$ cat config.mk
export PLATFORM = sky130hd
export DESIGN_NAME = axi_lite_master_arbiter
export DESIGN_NICKNAME = d
export VERILOG_FILES = /design/src/rtl/axi_lite_master_arbiter.sv
export SDC_FILE = /design/constraint.sdc
export NUM_CORES = 1
export LEC_CHECK = 0
export CORE_AREA = 5 5 124 126
export DETAILED_ROUTE_END_ITERATION = 6
export DIE_AREA = 0 0 129 131
export DONT_BUFFER_PORTS = 1
export PLACE_DENSITY_LB_ADDON = 0.25
export SKIP_CTS_REPAIR_TIMING = 1
export SLEW_MARGIN = 20
export SYNTH_ARGS = -nofsm -noshare
export SYNTH_HDL_FRONTEND = slang
export SYNTH_SLANG_ARGS = --single-unit
$ cat constraint.sdc
create_clock -name aclk -period 1.99 [get_ports aclk]
set_clock_uncertainty 0.15 [all_clocks]
set_input_delay 0.199 -clock aclk [delete_from_list [all_inputs] [get_ports aclk]]
set_output_delay 0.199 -clock aclk [all_outputs]
set_load 0.02 [all_outputs]
$ cat src/rtl/axi_lite_master_arbiter.sv
// Round-robin share of one AXI4-Lite master port among NUM_REQ requesters, one transaction in flight.
// Latency: grant T, AW/W or AR at T+1, B/R at T+2, rsp_valid at T+3; AXI valids and payload held until ready.
module axi_lite_master_arbiter #(
  parameter int NUM_REQ = 2
) (
  input  logic                  aclk,
  input  logic                  areset,
  input  logic [NUM_REQ-1:0]    req_valid,
  output logic [NUM_REQ-1:0]    req_ready,
  input  logic [NUM_REQ-1:0]    req_write,
  input  logic [NUM_REQ*32-1:0] req_addr,
  input  logic [NUM_REQ*32-1:0] req_wdata,
  input  logic [NUM_REQ*4-1:0]  req_wstrb,
  output logic [NUM_REQ-1:0]    rsp_valid,
  output logic [31:0]           rsp_rdata,
  output logic [1:0]            rsp_resp,
  output logic [31:0]           awaddr,
  output logic                  awvalid,
  input  logic                  awready,
  output logic [31:0]           wdata,
  output logic [3:0]            wstrb,
  output logic                  wvalid,
  input  logic                  wready,
  input  logic [1:0]            bresp,
  input  logic                  bvalid,
  output logic                  bready,
  output logic [31:0]           araddr,
  output logic                  arvalid,
  input  logic                  arready,
  input  logic [31:0]           rdata,
  input  logic [1:0]            rresp,
  input  logic                  rvalid,
  output logic                  rready
);

  localparam int GW = (NUM_REQ > 1) ? $clog2(NUM_REQ) : 1;

  typedef enum logic [2:0] {IDLE, WR_REQ, WR_RESP, RD_REQ, RD_DATA, RESP} state_t;

  state_t          state, state_nxt;
  logic [GW-1:0]   rr_ptr, gnt, pick, pick_nxt;
  logic            found;
  logic [31:0]     addr_q, wdata_q, rdata_q;
  logic [3:0]      wstrb_q;
  logic [1:0]      resp_q;
  logic            aw_done, w_done;

  // Rotating priority scan starting at rr_ptr.
  always_comb begin
    int            idx;
    logic [GW-1:0] idx_g;
    idx      = 0;
    idx_g    = '0;
    found    = 1'b0;
    pick     = '0;
    pick_nxt = '0;
    for (int i = 0; i < NUM_REQ; i++) begin
      idx = int'(rr_ptr) + i;
      if (idx >= NUM_REQ) idx = idx - NUM_REQ;
      idx_g = GW'(idx);
      if (!found && req_valid[idx_g]) begin
        found    = 1'b1;
        pick     = idx_g;
        pick_nxt = (idx + 1 == NUM_REQ) ? '0 : GW'(idx + 1);
      end
    end
  end

  always_comb begin
    state_nxt = state;
    req_ready = '0;
    case (state)
      IDLE: begin
        if (found) begin
          req_ready = NUM_REQ'(1) << pick;
          state_nxt = req_write[pick] ? WR_REQ : RD_REQ;
        end
      end
      WR_REQ:  if ((aw_done || awready) && (w_done || wready)) state_nxt = WR_RESP;
      WR_RESP: if (bvalid) state_nxt = RESP;
      RD_REQ:  if (arready) state_nxt = RD_DATA;
      RD_DATA: if (rvalid) state_nxt = RESP;
      RESP:    state_nxt = IDLE;
      default: state_nxt = IDLE;
    endcase
  end

  always_ff @(posedge aclk) begin
    if (areset) state <= IDLE;
    else        state <= state_nxt;
  end

  always_ff @(posedge aclk) begin
    if (areset) begin
      rr_ptr  <= '0;
      gnt     <= '0;
      addr_q  <= '0;
      wdata_q <= '0;
      wstrb_q <= '0;
      rdata_q <= '0;
      resp_q  <= '0;
      aw_done <= 1'b0;
      w_done  <= 1'b0;
    end else begin
      case (state)
        IDLE: begin
          if (found) begin
            gnt     <= pick;
            rr_ptr  <= pick_nxt;
            addr_q  <= req_addr[32*pick +: 32];
            wdata_q <= req_wdata[32*pick +: 32];
            wstrb_q <= req_wstrb[4*pick +: 4];
            aw_done <= 1'b0;
            w_done  <= 1'b0;
          end
        end
        WR_REQ: begin
          if (awready) aw_done <= 1'b1;
          if (wready)  w_done  <= 1'b1;
        end
        WR_RESP: begin
          if (bvalid) begin
            resp_q  <= bresp;
            rdata_q <= '0;
          end
        end
        RD_DATA: begin
          if (rvalid) begin
            resp_q  <= rresp;
            rdata_q <= rdata;
          end
        end
        default: ;
      endcase
    end
  end

  // Each write channel drops its valid once its own handshake has landed.
  assign awvalid   = (state == WR_REQ) && !aw_done;
  assign wvalid    = (state == WR_REQ) && !w_done;
  assign bready    = (state == WR_RESP);
  assign arvalid   = (state == RD_REQ);
  assign rready    = (state == RD_DATA);
  assign awaddr    = addr_q;
  assign araddr    = addr_q;
  assign wdata     = wdata_q;
  assign wstrb     = wstrb_q;
  assign rsp_valid = (state == RESP) ? (NUM_REQ'(1) << gnt) : '0;
  assign rsp_rdata = rdata_q;
  assign rsp_resp  = resp_q;

endmodule
==> metrics.yaml <==
power_and_ir_drop:
  ir_worst_vdd_v: 0.000664
  powerDensity_nw_per_um2: 1780
  leakage_uw: 0.00178
timing:
  max_freq_ghz: 0.522
  slew_headroom: 0.683
  tightest_slew_ns: 0.475
  timing.final.crit_share: 0.963
  hold_ws_ns: -0.233
  fin_tns_setup_ns: 0
  finalHoldViolations: 106
  fin_crit_ns: 1.92
  setup_viol: 0
  drv_slew: 0
placement:
  place_congestion: 0.783
  port_buffers: 0
  dpl_cell_area_um2: 4530
  hpwl_um: 9710
yosys:
  synth_edf_count: 0
  ys_seq_elements: 109
  ys_top_cells_by_count: "dfxtp_1 (109), nor2_1 (108), a222oi_1 (68)"
  synth_warnings: 0
  synth.distinct_cells: 35
  yosysMostFrequentCell: "dfxtp_1"
  synth_largest_area_cell: "dfxtp_1"
  ys.flop_type: "dfxtp_1"
  yosysSeqAreaShare: 0.490
  syn_nets: 624
  async_flop_share: 0
  netlist.area_leader.share: 0.490
  syn_area_per_cell_um2: 10.1
  syn_inst: 441
  netlist_top_cells_area: "dfxtp_1 (49%), a222oi_1 (15%), nor2_1 (9.1%)"
  synth_area_um2: 4460
floorplanning:
  rows: 44
  start_util: 0.314
  dieArea_um2: 16900
  core_um2: 14200
  io_pins: 326
  dieHeight_um: 131
  chipWidth_um: 129
critical_path:
  critPathLaunchType: "register"
  crit_type: "register to output pin"
  critPathCaptureType: "output pin"
  critPathArrivalTime_ns: 1.57
  required_ns: 1.64
  crit_start: "state[0]$_SDFFE_PP0P_"
  worstPathMaxFanout: 13
  reg2reg_from: "state[2]$_SDFFE_PP0P_"
routing:
  drc_errors: 0
  ant_nets: 0
  wl_per_cell_um: 22.7
  avgViaCountPerCell: 5.96
  drt-total-wl_um: 13500
  firstDrtPassIters: 6
  dr_total_vias: 3533
  first_iter_violations: 389
global_routing:
  antenna_found_initial: 0
  grt_start_max_net_pins: 110
  grt_usage: 0.143
  grt_pass1_vias: 3292
  grt-ovfl-total: 0
  grt_pass1_wl_um: 18700
run_status:
  run_status: "finished with violations"
  violations: "hold timing"
cts:
  cts.clk_slew.worst_paths_ns: 0.07
  clk_latency_ns: 0.35
  htreeDepth: 3
  tritoncts: "done"
  cts.sinks: 109
  cts_root_buf: "clkbuf_16"
  cts_made_buffers: 9
  clockBufferDepth: 2
finish:
  fin_util: 0.348
  insertedDiodeCount: 0
  drive_above_1_share: 0.213
  fin_nets: 587
  fin_area_um2: 4940
  syn_to_final_growth_pct: 10.9
job:
  drv_cap: 0
worst_hold_path:
  hold_start: "areset"
  hold_class: "input pin to register"
==> power breakdown <==
| group | leakage (uW) | internal [uW] | switching (uW) |
|---|---|---|---|
| logic | 0.000732 | 1330 | 1490 |
| registers | 0.000892 | 2730 | 1350 |
| clock network | 0.000152 | 1110 | 817 |
==> layer usage <==
metal  global-route usage  part of all wire  routed length, um
met1                0.175              0.37               5050
met2                0.232              0.49               6630
met3               0.0533              0.12               1600
met4               0.0525             0.014                186
met5                    0                 0                  0
==> flip-flops by register name, summed over array words and instances, names as in the netlist <==
register,count
state,3
rr_ptr,1
gnt,1
rsp_resp,2
wdata,32
araddr,32
w_done,1
wstrb,4
aw_done,1
rsp_rdata,32
==> path summary, 6_finish.rpt <==
check,endpoint,slack (ns),cells after the start
setup / recovery,req_ready[1],0.07,3
hold / removal,rsp_rdata[25]$_SDFFE_PP0P_,-0.23,1
setup reg to reg,rsp_resp[1]$_SDFFE_PP0P_,0.12,5
hold reg to reg,gnt$_SDFFE_PP0P_,0.37,2
==> area by class of cell <==
class	instances	area, um^2
clock buffer	9	225
clock inverter	7	97.6
fill	1414	9260
inverter	5	18.8
multi-input combinational	250	1840
sequential	109	2190
tap	184	230
timing repair buffer	29	343
==> per-stage QoR <==
step           instances  setup slack (ns)  total power [uW]
6_report             593            0.0727              8820
5_1_grt              593           -0.0180              9370
2_1_floorplan        441             0.157              6220
3_5_place_dp         570            0.0705              6870
4_1_cts              586            -0.164              8830
3_3_place_gp         570            0.0923              6780
==> cell families (layout without fill, tap and decap cells) <==
group	after synthesis	after routing	synth area share
AOI/OAI and AO/OA	115	115	0.264
buffers and inverters	82	50	0.106
DFF	109	109	0.490
muxes	5	5	0.0118
and+or+nand+nor	130	130	0.129
==> placed cells by master (no fill, tap or decap), types with 2 or more instances in the layout <==
master,instances
mux2_2,2
nor2_1,107
a22oi_1,4
mux2i_1,3
a22oi_2,30
a21oi_1,3
dfxtp_2,2
buf_4,17
nor4b_2,2
dlygate4sd3_1,3
clkinvlp_4,2
buf_12,8
o22ai_1,2
nand2_1,5
a222oi_1,68
dfxtp_1,106
nor3_4,2
bufinv_16,2
nor2b_1,3
clkbuf_16,10
inv_1,5
or3b_1,2
==> critical path: stages, from the launching register on <==
cell and delay, ns:
dfxtp_4 0.37, nor3_4 0.30, nor3b_4 0.35, buf_12 0.20
Power figures use the tool's default switching activity.
